==> config.mk <==
export PLATFORM = sky130hd
export DESIGN_NAME = operand_fetch_flat
export DESIGN_NICKNAME = d
export VERILOG_FILES = /design/src/rtl/cpu_pkg.sv /design/src/rtl/operand_fetch_if.sv /design/src/rtl/of_scoreboard.sv /design/src/rtl/operand_fetch.sv /design/src/flat_wrapper.sv
export SDC_FILE = /design/constraint.sdc
export NUM_CORES = 1
export LEC_CHECK = 0
export CELL_PAD_IN_SITES_DETAIL_PLACEMENT = 1
export CELL_PAD_IN_SITES_GLOBAL_PLACEMENT = 1
export CORE_UTILIZATION = 33
export CTS_CLUSTER_DIAMETER = 50
export DETAILED_ROUTE_END_ITERATION = 12
export PLACE_DENSITY = 0.9
export SLEW_MARGIN = 25
export SYNTH_ARGS = -nofsm -noshare
export SYNTH_HDL_FRONTEND = slang
export SYNTH_SLANG_ARGS = --single-unit
==> constraint.sdc <==
create_clock -name CLK -period 4.5 [get_ports CLK]
set_clock_uncertainty 0.15 [all_clocks]
set_input_delay 0.675 -clock CLK [delete_from_list [all_inputs] [get_ports CLK]]
set_output_delay 0.675 -clock CLK [all_outputs]
set_load 0.01 [all_outputs]
==> src/rtl/cpu_pkg.sv <==
// Shared CPU definitions for the operand fetch slice: register-file geometry,
// the register select type, the operand bundle handed to execute, and a
// one-hot decode helper used by the pending scoreboard.
package cpu_pkg;

  localparam int DW   = 16;
  localparam int NREG = 8;
  localparam int SELW = 3;

  typedef logic [SELW-1:0] reg_sel_t;

  typedef struct packed {
    logic [DW-1:0] a;
    logic [DW-1:0] b;
    reg_sel_t      rd;
    logic          rd_en;
  } opnd_bundle_t;

  // One-hot decode of a register select, all zeros when not enabled.
  function automatic logic [NREG-1:0] sel_onehot(input reg_sel_t sel, input logic en);
    logic [NREG-1:0] one;
    one = {{(NREG-1){1'b0}}, 1'b1};
    sel_onehot = en ? (one << sel) : {NREG{1'b0}};
  endfunction

endpackage

==> src/rtl/operand_fetch_if.sv <==
// Decode-side instruction handshake and execute-side operand bundle handshake
// of the operand fetch stage. The slave modport is the operand fetch view;
// the master modport is the view of the decode/execute neighbours.
interface operand_fetch_if;
  import cpu_pkg::*;

  logic              in_valid;
  logic              in_ready;
  reg_sel_t          in_rs1;
  reg_sel_t          in_rs2;
  reg_sel_t          in_rd;
  logic              in_rd_en;

  logic              out_valid;
  logic              out_ready;
  logic [DW-1:0]     out_a;
  logic [DW-1:0]     out_b;
  reg_sel_t          out_rd;
  logic              out_rd_en;

  modport master (
    output in_valid, in_rs1, in_rs2, in_rd, in_rd_en, out_ready,
    input  in_ready, out_valid, out_a, out_b, out_rd, out_rd_en
  );

  modport slave (
    input  in_valid, in_rs1, in_rs2, in_rd, in_rd_en, out_ready,
    output in_ready, out_valid, out_a, out_b, out_rd, out_rd_en
  );

endinterface

==> src/rtl/of_scoreboard.sv <==
// Pending-write scoreboard: one bit per register, set when an instruction that
// writes the register is issued, cleared when the regfile write lands. A set
// and clear on the same bit in one cycle keeps the bit set (new owner issued).
// Also reports RAW hazards for both sources and the WAW hazard on rd.
// With OPERAND_BYPASS_EN a same-cycle regfile write resolves the hazard.
module of_scoreboard
  import cpu_pkg::*;
(
  input  logic            clk_i,
  input  logic            rst_i,
  input  logic            set_en_i,
  input  reg_sel_t        set_sel_i,
  input  logic            clr_en_i,
  input  reg_sel_t        clr_sel_i,
  input  reg_sel_t        rs1_i,
  input  reg_sel_t        rs2_i,
  input  reg_sel_t        rd_i,
  input  logic            rd_en_i,
  output logic [NREG-1:0] pending_o,
  output logic            haz_rs1_o,
  output logic            haz_rs2_o,
  output logic            haz_waw_o
);

  logic [NREG-1:0] pending_q;
  logic [NREG-1:0] pending_d;
  logic [NREG-1:0] set_vec;
  logic [NREG-1:0] clr_vec;
  logic [NREG-1:0] resolved;
  logic [NREG-1:0] blocked;

  assign set_vec = sel_onehot(set_sel_i, set_en_i);
  assign clr_vec = sel_onehot(clr_sel_i, clr_en_i);

`ifdef OPERAND_BYPASS_EN
  // The write landing this cycle is forwarded, so it no longer blocks readers.
  assign resolved = clr_vec;
`else
  // No forwarding: a register stays blocked until its pending bit drops.
  assign resolved = {NREG{1'b0}};
`endif

  assign blocked   = pending_q & ~resolved;
  assign haz_rs1_o = blocked[rs1_i];
  assign haz_rs2_o = blocked[rs2_i];
  assign haz_waw_o = rd_en_i & blocked[rd_i];

  // Set has priority over clear on the same bit.
  assign pending_d = (pending_q & ~clr_vec) | set_vec;

  // Pending vector register with synchronous reset.
  always_ff @(posedge clk_i) begin
    if (rst_i) begin
      pending_q <= {NREG{1'b0}};
    end else begin
      pending_q <= pending_d;
    end
  end

  assign pending_o = pending_q;

endmodule

==> src/rtl/operand_fetch.sv <==
// Operand fetch stage: reads two sources from the regfile taps, stalls on
// RAW/WAW hazards tracked by of_scoreboard, and registers accepted
// instructions into a one-entry valid/ready stage feeding execute.
// Build option: define OPERAND_BYPASS_EN to forward same-cycle regfile write
// data to the sources and let that write resolve RAW/WAW hazards.
module operand_fetch #(
  parameter int DW   = 16,
  parameter int NREG = 8
) (
  input  logic              CLK,
  input  logic              RST,
  input  logic [DW-1:0]     q0,
  input  logic [DW-1:0]     q1,
  input  logic [DW-1:0]     q2,
  input  logic [DW-1:0]     q3,
  input  logic [DW-1:0]     q4,
  input  logic [DW-1:0]     q5,
  input  logic [DW-1:0]     q6,
  input  logic [DW-1:0]     q7,
  input  logic [DW-1:0]     wr_d,
  input  logic              wr_load,
  input  cpu_pkg::reg_sel_t wr_sel,
  operand_fetch_if.slave    bus,
  output logic [NREG-1:0]   pending,
  output logic [15:0]       stall_cnt
);

  logic [DW-1:0]         q_arr [NREG];
  logic [DW-1:0]         opnd_a_s;
  logic [DW-1:0]         opnd_b_s;
  logic                  haz_rs1_s;
  logic                  haz_rs2_s;
  logic                  haz_waw_s;
  logic                  hazard_s;
  logic                  in_ready_s;
  logic                  accept_s;
  logic                  out_valid_q;
  cpu_pkg::opnd_bundle_t bundle_q;
  cpu_pkg::opnd_bundle_t bundle_d;
  logic [15:0]           stall_q;

  assign q_arr[0] = q0;
  assign q_arr[1] = q1;
  assign q_arr[2] = q2;
  assign q_arr[3] = q3;
  assign q_arr[4] = q4;
  assign q_arr[5] = q5;
  assign q_arr[6] = q6;
  assign q_arr[7] = q7;

  of_scoreboard u_scoreboard (
    .clk_i     (CLK),
    .rst_i     (RST),
    .set_en_i  (accept_s & bus.in_rd_en),
    .set_sel_i (bus.in_rd),
    .clr_en_i  (wr_load),
    .clr_sel_i (wr_sel),
    .rs1_i     (bus.in_rs1),
    .rs2_i     (bus.in_rs2),
    .rd_i      (bus.in_rd),
    .rd_en_i   (bus.in_rd_en),
    .pending_o (pending),
    .haz_rs1_o (haz_rs1_s),
    .haz_rs2_o (haz_rs2_s),
    .haz_waw_o (haz_waw_s)
  );

  // Source read muxes, optionally overridden by the same-cycle regfile write.
  always_comb begin
    opnd_a_s = q_arr[bus.in_rs1];
    opnd_b_s = q_arr[bus.in_rs2];
`ifdef OPERAND_BYPASS_EN
    if (wr_load && (wr_sel == bus.in_rs1)) begin
      opnd_a_s = wr_d;
    end else begin
      opnd_a_s = q_arr[bus.in_rs1];
    end
    if (wr_load && (wr_sel == bus.in_rs2)) begin
      opnd_b_s = wr_d;
    end else begin
      opnd_b_s = q_arr[bus.in_rs2];
    end
`endif
  end

  // in_ready never looks at in_valid, only at the output stage and hazards.
  assign hazard_s   = haz_rs1_s | haz_rs2_s | haz_waw_s;
  assign in_ready_s = !RST && (!out_valid_q || bus.out_ready) && !hazard_s;
  assign accept_s   = bus.in_valid && in_ready_s;

  assign bundle_d.a     = opnd_a_s;
  assign bundle_d.b     = opnd_b_s;
  assign bundle_d.rd    = bus.in_rd;
  assign bundle_d.rd_en = bus.in_rd_en;

  // Output stage: load on accept, drop when consumed without a replacement.
  always_ff @(posedge CLK) begin
    if (RST) begin
      out_valid_q <= 1'b0;
      bundle_q    <= '0;
    end else if (accept_s) begin
      out_valid_q <= 1'b1;
      bundle_q    <= bundle_d;
    end else if (bus.out_ready) begin
      out_valid_q <= 1'b0;
    end else begin
      out_valid_q <= out_valid_q;
    end
  end

  // Saturating count of cycles where decode offered but was not accepted.
  always_ff @(posedge CLK) begin
    if (RST) begin
      stall_q <= 16'h0000;
    end else if (bus.in_valid && !in_ready_s && (stall_q != 16'hFFFF)) begin
      stall_q <= stall_q + 16'h0001;
    end else begin
      stall_q <= stall_q;
    end
  end

  assign bus.in_ready  = in_ready_s;
  assign bus.out_valid = out_valid_q;
  assign bus.out_a     = bundle_q.a;
  assign bus.out_b     = bundle_q.b;
  assign bus.out_rd    = bundle_q.rd;
  assign bus.out_rd_en = bundle_q.rd_en;
  assign stall_cnt     = stall_q;

endmodule
==> src/flat_wrapper.sv <==
// flat-port wrapper written by rule: the top's interface ports become plain ports
module operand_fetch_flat 
#(
  parameter int DW   = 16,
  parameter int NREG = 8
)
  (CLK, RST, q0, q1, q2, q3, q4, q5, q6, q7, wr_d, wr_load, wr_sel, pending, stall_cnt, bus_in_valid, bus_in_rs1, bus_in_rs2, bus_in_rd, bus_in_rd_en, bus_out_ready, bus_in_ready, bus_out_valid, bus_out_a, bus_out_b, bus_out_rd, bus_out_rd_en);
  operand_fetch_if bus_i ();
  input  logic CLK;
  input  logic RST;
  input  logic [DW-1:0] q0;
  input  logic [DW-1:0] q1;
  input  logic [DW-1:0] q2;
  input  logic [DW-1:0] q3;
  input  logic [DW-1:0] q4;
  input  logic [DW-1:0] q5;
  input  logic [DW-1:0] q6;
  input  logic [DW-1:0] q7;
  input  logic [DW-1:0] wr_d;
  input  logic wr_load;
  input  cpu_pkg::reg_sel_t wr_sel;
  output logic [NREG-1:0] pending;
  output logic [15:0] stall_cnt;
  input wire logic [$bits(bus_i.in_valid)-1:0] bus_in_valid;
  input wire logic [$bits(bus_i.in_rs1)-1:0] bus_in_rs1;
  input wire logic [$bits(bus_i.in_rs2)-1:0] bus_in_rs2;
  input wire logic [$bits(bus_i.in_rd)-1:0] bus_in_rd;
  input wire logic [$bits(bus_i.in_rd_en)-1:0] bus_in_rd_en;
  input wire logic [$bits(bus_i.out_ready)-1:0] bus_out_ready;
  output wire logic [$bits(bus_i.in_ready)-1:0] bus_in_ready;
  output wire logic [$bits(bus_i.out_valid)-1:0] bus_out_valid;
  output wire logic [$bits(bus_i.out_a)-1:0] bus_out_a;
  output wire logic [$bits(bus_i.out_b)-1:0] bus_out_b;
  output wire logic [$bits(bus_i.out_rd)-1:0] bus_out_rd;
  output wire logic [$bits(bus_i.out_rd_en)-1:0] bus_out_rd_en;
  assign bus_i.in_valid = bus_in_valid;
  assign bus_i.in_rs1 = bus_in_rs1;
  assign bus_i.in_rs2 = bus_in_rs2;
  assign bus_i.in_rd = bus_in_rd;
  assign bus_i.in_rd_en = bus_in_rd_en;
  assign bus_i.out_ready = bus_out_ready;
  assign bus_in_ready = bus_i.in_ready;
  assign bus_out_valid = bus_i.out_valid;
  assign bus_out_a = bus_i.out_a;
  assign bus_out_b = bus_i.out_b;
  assign bus_out_rd = bus_i.out_rd;
  assign bus_out_rd_en = bus_i.out_rd_en;
  operand_fetch #(.DW(DW), .NREG(NREG)) u_core (.CLK(CLK), .RST(RST), .q0(q0), .q1(q1), .q2(q2), .q3(q3), .q4(q4), .q5(q5), .q6(q6), .q7(q7), .wr_d(wr_d), .wr_load(wr_load), .wr_sel(wr_sel), .bus(bus_i), .pending(pending), .stall_cnt(stall_cnt));
endmodule
==> results by group, run 1 <==
Timing
  • Final setup viols: 0
  • Fin crit share: 85.0%
  • Fin worst setup slack: 0.674 ns
  • Fmax: 261 MHz
  • Final slew viol count: 0
  • Rel. slew slack: 30.2%
  • Post-layout min period: 3.83 ns
  • Setup TNS: 0 ns
  • Slew @ Worst Pin: between 1 and 1.5 ns
  • RSZ-0062 raised after global routing: no
  • Fin Hold WS: 0.324 ns
  • Final Hold Viols: 0

Worst setup path
  • CP cell instances: clkdlybuf4s50_1 -> mux4_2 -> a2bb2oi_2 -> a31oi_4 -> and2_4 -> clkdlybuf4s50_1
  • Startpoint Class: input pin
  • Crit path kind: input pin to output pin
  • Worst reg2reg path startpoint: u_core.u_scoreboard.pending_o[7]
  • Cell family with most CP delay: buffers and inverters
  • Max incr delay on CP: 0.74 ns
  • Data arrival, critical path: 3.00 ns
  • Worst Reg-to-Reg Cells: 6
  • R2r endpoint: u_core.stall_cnt[10]
  • Critical Path RT: roughly 3.7 ns
  • Worst R2R Setup Slack: 1.82 ns
  • Critical Path Sink Type: output pin
  • Buf+Inv Stages, Crit Path: 2
  • Worst Path Max Fanout: 9
  • Max stage delay cell, worst path: clkdlybuf4s50_1
  • CP most frequent cell: clkdlybuf4s50_1

Logic synthesis
  • Synth top cells by count: mux4_2, dfxtp_1, nor2_1, mux2i_1, a31o_1
  • Count of state elements after synthesis: 61
  • Synth area leaders: mux4_2, dfxtp_1, mux2i_1, a31o_1, nor2_1
  • Syn_area_per_cell: 11.5 um2
  • Syn_nets: 560
  • Top-area cell type share of the netlist area: 33.9%
  • Cell taking the most area after synthesis: mux4_2
  • Top-count cell post-synth: mux4_2
  • Seq/Total Area, Yosys: between 20% and 30%
  • Post-Syn Instances: 397
  • Post-synthesis cell area: around 4600 um2
  • Post-synth ARST share: 0%
  • Synth Flop Type: dfxtp_1
  • Yosys cell types: 44
  • YS warnings: 0
  • Number of synthesized flops with an enable pin: 0

Global route
  • First-pass GRT wire length: approximately 26000 um
  • Initial antenna violation count: 1
  • Grt ovf: 0
  • Vias in the first global route: 4904
  • Largest net degree at the start of global routing: 47
  • Tot GR Track Use: between 20% and 30%

Flow run
  • # Max-Cap Violations: 0

Drt
  • DR WL/cell: 21.8 um
  • Post-route ant nets: 0
  • Vias after detailed routing: roughly 4.4k
  • First DRT Iteration DRCs: 250
  • First drt pass iteration count: 4
  • Final WL: 16700 um
  • DRC Markers: 0
  • DR vias/cell: between 5 and 6

Floorplan
  • I/O Pins: ~220
  • Std cell rows: 42
  • Die H: 120 um
  • Die width: 120 um
  • Starting Density: 34.2%
  • Area of the core: 13400 um2
  • Die area: 14400 um2

Clock network
  • Clock transition at path regs: 0.05 ns
  • CTS tree: built
  • Worst-skew pair later-pin latency: about 0.32 ns
  • CTS buffer count: 9
  • Hold Buf Count CTS: 0
  • Clock root buffer: clkbuf_16
  • CTS resizes: 0
  • Postcts setup bufs: 0
  • CTS Buffer Depth: 2
  • Clock sink count: 61
  • CTS H-tree depth: 3

Final layout
  • Fin cells: ~770
  • Design area: approximately 7000 um2
  • Layout Nets: between 700 and 800
  • Area growth, synth to finish: 52.4%
  • Final core utilization: 52.1%
  • Share of cells above drive strength 1: 18.8%
  • Number of fill cells: approximately 1.4k

Min path
  • Worst hold path cell count: 1
  • HP Class: flip-flop to flip-flop
  • Hold EP: u_core.bus.out_a[0]
  • Hold_sp: u_core.bus.out_a[0]

Placement
  • Port bufs: between 200 and 250
  • Gp weighted congestion: 0.826
  • Pre-CTS setup slack: 0.693 ns
  • DP Cell Count: 750
  • Post-DP Area: a little under 7000 um2
  • Post-DP HPWL: 13100 um

Power and ir drop
  • Leak pwr: 2.54 nW
  • Pwr Density: 249 nW/um2
  • Design Power: 1.74 mW
  • Worst vdd ir: about 140 uV

Outcome
  • Status: complete, no violations
[state kept, by name (all words and copies together), names as in the netlist]
name	flops
u_core.bus.out_a	16
u_core.bus.out_b	16
u_core.bus.out_rd	3
u_core.bus.out_rd_en	1
u_core.bus.out_valid	1
u_core.stall_cnt	16
u_core.u_scoreboard.pending_o	8
[cell usage in the layout (no fill, tap or decap), drive strengths merged, types with 4 or more instances in the layout]
| cell | n |
|---|---|
| nand2 | 13 |
| o311ai | 4 |
| buf | 15 |
| o21ai | 6 |
| mux4 | 69 |
| o211ai | 4 |
| nor2 | 50 |
| a21oi | 6 |
| o31ai | 5 |
| nand3 | 10 |
| and3 | 5 |
| nand4 | 5 |
| nor2b | 8 |
| mux2i | 38 |
| dfxtp | 61 |
| mux2 | 9 |
| clkbuf | 13 |
| clkdlybuf4s50 | 203 |
| a31o | 36 |
| inv | 7 |
[worst max path at each step]
stage	from	endpoint	slack, ns	cells after the start
after floorplan	bus_in_rs1[1]	bus_in_ready	1.60	6
after global placement	bus_in_rd[1]	bus_in_ready	0.77	6
after detailed placement	bus_in_rd[1]	bus_in_ready	0.69	6
after CTS	bus_in_rd[1]	bus_in_ready	0.69	6
after global routing	bus_in_rd[1]	bus_in_ready	0.59	6
final	bus_in_rd[1]	bus_in_ready	0.67	6
[cell type report]
class	instances	area [um2]	share of cell area, %
clock inverter	2	10.0	0.143
clock buffer	13	250	3.58
multi-input combinational	288	3120	44.7
antenna	1	2.50	0.0358
timing repair buffer	218	2130	30.6
sequential	61	1220	17.5
tap	176	220	3.15
inverter	7	26.3	0.376
[power by group]
group          switching, mW  internal [mW]  total (mW)
registers             0.0226          0.576       0.599
clock network          0.233          0.383       0.616
logic                  0.210          0.316       0.526
[per-layer routing]
| metal | global-route usage (%) | up-vias | share of wire [%] |
|---|---|---|---|
| met3 | 4.66 | 41 | 5.4 |
| met4 | 11.7 | 0 | 4.1 |
| met1 | 26.7 | 2233 | 39 |
| met2 | 41.7 | 193 | 52 |
| li1 | - | 1960 | - |
| met5 | 0 | - | 0 |
[cells by family (layout without fill, tap and decap cells)]
group                    count (synthesis)  count (layout)  synth area share [%]
XOR/XNOR                                 1               1                 0.191
flip-flops                              61              61                  26.6
AO/OA/AOI/OAI                           67              67                  12.4
AND/OR/NAND/NOR                        103             103                  10.9
buffers and inverters                   48             240                  5.27
multiplexers                           116             116                  44.4
other                                    0               1                     0
adder cells (fa/ha/maj)                  1               1                 0.273
Note: power is estimated with default switching activity, not from simulation.
==> run 2, diff against run 1 <==
--- a/config.mk
+++ b/config.mk
@@ -7,10 +7,11 @@
 export LEC_CHECK = 0
 export CELL_PAD_IN_SITES_DETAIL_PLACEMENT = 1
 export CELL_PAD_IN_SITES_GLOBAL_PLACEMENT = 1
-export CORE_UTILIZATION = 33
+export CORE_ASPECT_RATIO = 1.2
+export CORE_UTILIZATION = 31
 export CTS_CLUSTER_DIAMETER = 50
 export DETAILED_ROUTE_END_ITERATION = 12
-export PLACE_DENSITY = 0.9
+export PLACE_DENSITY = 0.86
 export SLEW_MARGIN = 25
 export SYNTH_ARGS = -nofsm -noshare
 export SYNTH_HDL_FRONTEND = slang
==> constraint.sdc (replaced) <==
create_clock -name CLK -period 4.31 [get_ports CLK]
set_clock_uncertainty 0.15 [all_clocks]
set_input_delay 0.6465 -clock CLK [delete_from_list [all_inputs] [get_ports CLK]]
set_output_delay 0.6465 -clock CLK [all_outputs]
set_load 0.01 [all_outputs]
==> results by group, run 2 (same netlist as run 1, synthesis figures left out) <==
Worst setup path
  • Worst Reg-to-Reg Cells: 8 (was 6)
  • Crit path kind: input pin to output pin (unchanged)
  • Startpoint Class: input pin (unchanged)
  • Worst Path Max Fanout: 9 (unchanged)
  • Critical Path RT: 3.51 ns (was 3.67 ns)
  • Data arrival, critical path: 2.92 ns (was 3.00 ns)
  • Critical Path Sink Type: output pin (unchanged)

Clock network
  • CTS buffer count: 9 (unchanged)
  • Worst-skew pair later-pin latency: 0.33 ns (was 0.32 ns)
  • CTS Buffer Depth: 2 (unchanged)
  • Postcts setup bufs: 0 (unchanged)
  • CTS tree: built (unchanged)
  • CTS H-tree depth: 3 (unchanged)
  • Clock transition at path regs: 0.05 ns (about the same)
  • CTS resizes: 0 (unchanged)
  • Hold Buf Count CTS: 0 (unchanged)
  • Clock root buffer: clkbuf_16 (unchanged)
  • Clock sink count: 61 (unchanged)

Power and ir drop
  • Leak pwr: 2.57 nW (was 2.54 nW)
  • Combinational fraction of design power: 28.7% (was 30.2%)
  • Worst vdd ir: 180 uV (was 135 uV)
  • Internal: 1.39 mW (was 1.28 mW)
  • Design Power: 1.89 mW (was 1.74 mW)
  • Seq pwr share: 32.9% (was 34.4%)
  • Clk pwr share: 38.3% (was 35.4%)
  • Pwr Density: 269 nW/um2 (was 249 nW/um2)
  • Psw: 0.499 mW (was 0.466 mW)
  • Sw Share: 26.4% (was 26.7%)

Floorplan
  • Die area: 15300 um2 (was 14400 um2)
  • Area of the core: 14400 um2 (was 13400 um2)
  • Std cell rows: 48 (was 42)
  • Starting Density: 31.8% (was 34.2%)
  • Die width: 113 um (was 120 um)
  • Die H: 135 um (was 120 um)
  • I/O Pins: 224 (unchanged)

Timing
  • Slew @ Worst Pin: 0.637 ns (was 1.05 ns)
  • Fin crit share: about 86%
  • RSZ-0062 raised after global routing: no (unchanged)
  • Fin worst setup slack: 0.593 ns (was 0.674 ns)
  • Rel. slew slack: 57.5% (was 30.2%)
  • Final Hold Viols: 0 (unchanged)
  • Fmax: 269 MHz
  • Setup TNS: 0 ns (unchanged)
  • Post-layout min period: 3.72 ns
  • Fin Hold WS: 0.321 ns (was 0.324 ns)
  • Final slew viol count: 0 (unchanged)
  • Final setup viols: 0 (unchanged)

Final layout
  • Most frequent cells in the layout: clkdlybuf4s50_1, mux4_2, dfxtp_1 (unchanged)
  • Layout Nets: 751 (was 748)
  • Register area: 1220 um2 (unchanged)
  • Number of fill cells: 1511 (was 1437)
  • Area growth, synth to finish: 53.7% (was 52.4%)
  • Most common cell after layout, fill and taps aside: clkdlybuf4s50_1 (unchanged)
  • Share of cells above drive strength 1: 19.9% (was 18.8%)
  • Ant. Diodes: 0 (was 1)
  • Area of the multi-input gates: 3120 um2 (unchanged)
  • Final core utilization: 48.9% (was 52.1%)

Drt
  • DR vias/cell: 5.63 (was 5.78)
  • DRC Markers: 0 (unchanged)
  • DR WL/cell: 20.7 um (was 21.8 um)
  • Post-route ant nets: 0 (unchanged)
  • Vias after detailed routing: 4325 (was 4427)
  • Final WL: 15900 um (was 16700 um)
  • First DRT Iteration DRCs: 178 (was 250)
  • First drt pass iteration count: 4 (unchanged)

Global route
  • First-pass GRT wire length: 24500 um (was 25800 um)
  • Largest net degree at the start of global routing: 47 (unchanged)
  • Tot GR Track Use: 20.8% (was 23.5%)
  • Vias in the first global route: 4880 (was 4904)
  • Initial antenna violation count: 0 (was 1)
  • Grt ovf: 0 (unchanged)

Min path
  • HP Class: flip-flop to flip-flop (unchanged)
  • Worst hold path cell count: 1 (unchanged)

Placement
  • Pre-CTS setup slack: 0.599 ns (was 0.693 ns)
  • Gp weighted congestion: 0.839 (was 0.826)
  • Post-DP HPWL: 12400 um (was 13100 um)
  • Port bufs: 207 (unchanged)

Outcome
  • Status: complete, no violations (unchanged)

Flow run
  • # Max-Cap Violations: 0 (unchanged)
==> run 2: final cells by class <==
cell class | count | area share [%]
Inverter | 7 | 0.373
Timing Repair Buffer | 221 | 30.6
Clock buffer | 10 | 3.39
Multi-Input combinational cell | 288 | 44.3
Sequential cell | 61 | 17.3
Tap cell | 175 | 3.11
Clock inverter | 6 | 0.888
==> run 2: final timing paths <==
kind	endpoint	startpoint	slack, ns
worst max-delay path	bus_in_ready	bus_in_rd[1]	0.59
worst min-delay path	u_core.bus.out_a[14]	u_core.bus.out_a[14]	0.32
worst max register to register	u_core.stall_cnt[5]	u_core.stall_cnt[0]	1.80
worst min register to register	u_core.bus.out_a[14]	u_core.bus.out_a[14]	0.32
==> run 2: worst max-delay path: stages <==
cell             delay, ns
clkdlybuf4s50_1       0.73
mux4_2                0.38
a2bb2oi_2             0.16
a31oi_4               0.22
and2_4                0.23
clkdlybuf4s50_1       0.54
==> run 2: layer usage <==
| metal | track usage (%) | up-vias | wire (um) |
|---|---|---|---|
| li1 | - | 1965 | - |
| met1 | 21.5 | 2135 | 5810 |
| met2 | 39.8 | 185 | 8740 |
| met3 | 5.10 | 40 | 856 |
| met4 | 8.70 | 0 | 499 |
| met5 | 0 | - | 0 |
==> run 2: power groups by stage <==
stage | clock network, mW | registers, mW | logic [mW]
2_1_floorplan | 0 | 0.649 | 0.256
3_3_place_gp | 0 | 0.633 | 0.527
3_5_place_dp | 0 | 0.635 | 0.547
4_1_cts | 0.741 | 0.624 | 0.549
5_1_grt | 0.771 | 0.628 | 0.579
6_report | 0.725 | 0.623 | 0.544
==> run 2: through the flow <==
stage          std cells  instance area [um2]
2_1_floorplan        397                 4580
3_3_place_gp         752                 6750
3_5_place_dp         752                 6750
4_1_cts              768                 7050
5_1_grt              768                 7050
6_report             768                 7050
==> run 3, diff against run 2 <==
--- a/config.mk
+++ b/config.mk
@@ -8,11 +8,12 @@
 export CELL_PAD_IN_SITES_DETAIL_PLACEMENT = 1
 export CELL_PAD_IN_SITES_GLOBAL_PLACEMENT = 1
 export CORE_ASPECT_RATIO = 1.2
-export CORE_UTILIZATION = 31
+export CORE_UTILIZATION = 30
 export CTS_CLUSTER_DIAMETER = 50
 export DETAILED_ROUTE_END_ITERATION = 12
-export PLACE_DENSITY = 0.86
+export PLACE_DENSITY = 0.85
 export SLEW_MARGIN = 25
 export SYNTH_ARGS = -nofsm -noshare
 export SYNTH_HDL_FRONTEND = slang
+export SYNTH_HIERARCHICAL = 1
 export SYNTH_SLANG_ARGS = --single-unit
==> results by group, run 3 <==
Worst setup path
  • Crit path kind: input pin to output pin (unchanged)
  • Worst Path Max Fanout: 3 (was 9)
  • Data arrival, critical path: 3.12 ns (was 2.92 ns)
  • Critical Path RT: 3.51 ns (about the same)
  • CP startpoint: bus_in_rs2[1] (was bus_in_rd[1])
  • Worst reg2reg path startpoint: u_core/u_scoreboard/pending_o[6] (was u_core.stall_cnt[0])
  • Critical Path Sink Type: output pin (unchanged)
  • Startpoint Class: input pin (unchanged)

Drt
  • Vias after detailed routing: 4335 (was 4325)
  • DR WL/cell: 21.5 um (was 20.7 um)
  • DRC Markers: 0 (unchanged)
  • First DRT Iteration DRCs: 97 (was 178)
  • First drt pass iteration count: 4 (unchanged)
  • DR vias/cell: 5.42 (was 5.63)
  • Final WL: 17200 um (was 15900 um)
  • Post-route ant nets: 0 (unchanged)

Logic synthesis
  • Post-synth ARST share: 0% (unchanged)
  • Syn_nets: 564 (was 560)
  • Mux share of post-synthesis cell area: 44.0% (was 44.4%)
  • Number of synthesized flops with an enable pin: 0 (unchanged)
  • YS warnings: 6 (was 0)
  • Top-area cell type share of the netlist area: 32.5% (was 33.9%)
  • Compound-Gate Fraction of Synth Area: 12.1% (was 12.4%)
  • Syn_area_per_cell: 11.2 um2 (was 11.5 um2)
  • Largest family of logic cells by synthesized area: multiplexers (unchanged)
  • Post-synthesis simple-gate area fraction: 12.4% (was 10.9%)
  • Synth area leaders: mux4_2, dfxtp_1, mux2i_1, a211oi_1, nor2_1 (was mux4_2, dfxtp_1, mux2i_1, a31o_1, nor2_1)
  • Post-Syn Instances: 401 (was 397)
  • Count of state elements after synthesis: 61 (unchanged)
  • Adder-cell area share of the yosys netlist: 0.278% (was 0.273%)
  • Post-synthesis cell area: 4500 um2 (was 4580 um2)
  • XOR/XNOR share of the synthesized area: 0% (was 0.191%)
  • Seq/Total Area, Yosys: 27.1% (was 26.6%)
  • Cell taking the most area after synthesis: mux4_2 (unchanged)
  • Synth top cells by count: mux4_2, dfxtp_1, nor2_1, mux2i_1, a211oi_1 (was mux4_2, dfxtp_1, nor2_1, mux2i_1, a31o_1)
  • Top-count cell post-synth: mux4_2 (unchanged)
  • Synth Flop Type: dfxtp_1 (unchanged)
  • Yosys cell types: 39 (was 44)

Clock network
  • Postcts setup bufs: 0 (unchanged)
  • Clock root buffer: clkbuf_16 (unchanged)
  • Clock transition at path regs: 0.05 ns (about the same)
  • Clock sink count: 61 (unchanged)
  • CTS H-tree depth: 3 (unchanged)
  • Hold Buf Count CTS: 0 (unchanged)
  • Worst-skew pair later-pin latency: 0.32 ns (was 0.33 ns)
  • CTS resizes: 0 (unchanged)
  • CTS buffer count: 9 (unchanged)
  • CTS tree: built (unchanged)
  • CTS Buffer Depth: 2 (unchanged)

Final layout
  • Share of cells above drive strength 1: 18.4% (was 19.9%)
  • Design area: 7020 um2 (was 7050 um2)
  • Area growth, synth to finish: 56.0% (was 53.7%)
  • Number of fill cells: 1616 (was 1511)
  • Most frequent cells in the layout: clkdlybuf4s50_1, mux4_2, dfxtp_1 (unchanged)
  • Most common cell after layout, fill and taps aside: clkdlybuf4s50_1 (unchanged)
  • Layout Nets: 757 (was 751)

Timing
  • Rel. slew slack: 53.2% (was 57.5%)
  • Fin crit share: 91.0% (was 86.3%)
  • Fin Hold WS: 0.316 ns (was 0.321 ns)
  • Slew @ Worst Pin: 0.702 ns (was 0.637 ns)
  • RSZ-0062 raised after global routing: no (unchanged)
  • Final slew viol count: 0 (unchanged)
  • Fin worst setup slack: 0.390 ns (was 0.593 ns)
  • Final Hold Viols: 0 (unchanged)
  • Post-layout min period: 3.92 ns (was 3.72 ns)
  • Setup TNS: 0 ns (unchanged)
  • Fmax: 255 MHz (was 269 MHz)
  • Final setup viols: 0 (unchanged)

Global route
  • Largest net degree at the start of global routing: 68 (was 47)
  • Vias in the first global route: 4791 (was 4880)
  • First-pass GRT wire length: 25600 um (was 24500 um)
  • Initial antenna violation count: 1 (was 0)
  • Grt ovf: 0 (unchanged)
  • Tot GR Track Use: 22.1% (was 20.8%)

Placement
  • Port bufs: 207 (unchanged)
  • Pre-CTS setup slack: 0.389 ns (was 0.599 ns)
  • Post-DP HPWL: 13700 um (was 12400 um)
  • Post-DP Area: 6720 um2 (was 6750 um2)
  • Gp weighted congestion: 0.854 (was 0.839)

Min path
  • HP Class: flip-flop to flip-flop (unchanged)
  • Hold_sp: u_core/bus.out_rd[2] (was u_core.bus.out_a[14])

Power and ir drop
  • Design Power: 1.84 mW (was 1.89 mW)
  • Pwr Density: 262 nW/um2 (was 269 nW/um2)
  • Worst vdd ir: 132 uV (was 180 uV)
  • Leak pwr: 2.42 nW (was 2.57 nW)

Floorplan
  • Die H: 136 um (was 135 um)
  • Die area: 15500 um2 (was 15300 um2)
  • Starting Density: 30.9% (was 31.8%)
  • Area of the core: 14500 um2 (was 14400 um2)
  • I/O Pins: 224 (unchanged)
  • Die width: 114 um (was 113 um)
  • Std cell rows: 48 (unchanged)

Outcome
  • Status: complete, no violations (unchanged)

Flow run
  • # Max-Cap Violations: 0 (unchanged)
[run 3: final cells by class]
cell class | count | area [um2] | share of cell area, %
antenna | 1 | 2.50 | 0.0357
timing repair buffer | 218 | 2140 | 30.5
inverter | 3 | 11.3 | 0.161
clock inverter | 4 | 47.5 | 0.678
sequential | 61 | 1220 | 17.4
tap | 200 | 250 | 3.57
clock buffer | 12 | 246 | 3.51
multi-input combinational | 301 | 3090 | 44.1
[run 3: cells by family after synthesis]
| logic type | Yosys count |
|---|---|
| AOI/OAI and AO/OA | 83 |
| DFF | 61 |
| muxes | 109 |
| and+or+nand+nor | 108 |
| adders and majority gates | 1 |
| buffers and inverters | 39 |
[run 3: report_power, final]
| group | internal (mW) | switching, mW | total (mW) |
|---|---|---|---|
| logic | 0.309 | 0.208 | 0.516 |
| clock network | 0.461 | 0.254 | 0.715 |
| registers | 0.593 | 0.0171 | 0.610 |
[run 3: metrics by stage]
stage | std cells | util, %
4_1_cts | 799 | 48.3
3_5_place_dp | 783 | 46.2
3_3_place_gp | 783 | 46.2
6_report | 800 | 48.3
2_1_floorplan | 401 | -
5_1_grt | 799 | 48.3
[run 3: routing by layer]
metal	GRT usage (%)	part of all wire (%)	routed length, um
met1	22.2	35	5970
met3	6.69	6.5	1130
met4	10.6	4.0	690
met5	0	0.070	12
met2	41.4	55	9440
[run 3: path summary, 6_finish.rpt]
kind / endpoint / slack (ns) / cells after the start
max: bus_in_ready / 0.39 / 6
min: u_core/bus.out_rd[2] / 0.32 / 2
max reg2reg: u_core/u_scoreboard/pending_o[5] / 1.34 / 10
min reg2reg: u_core/bus.out_rd[2] / 0.32 / 2
[run 3: worst max-delay path, stage by stage]
cell and delay [ns]:
clkdlybuf4s50_1 0.55, mux4_1 0.61, mux2_2 0.32, nor4_4 0.30, and2_1 0.16, clkdlybuf4s50_1 0.53
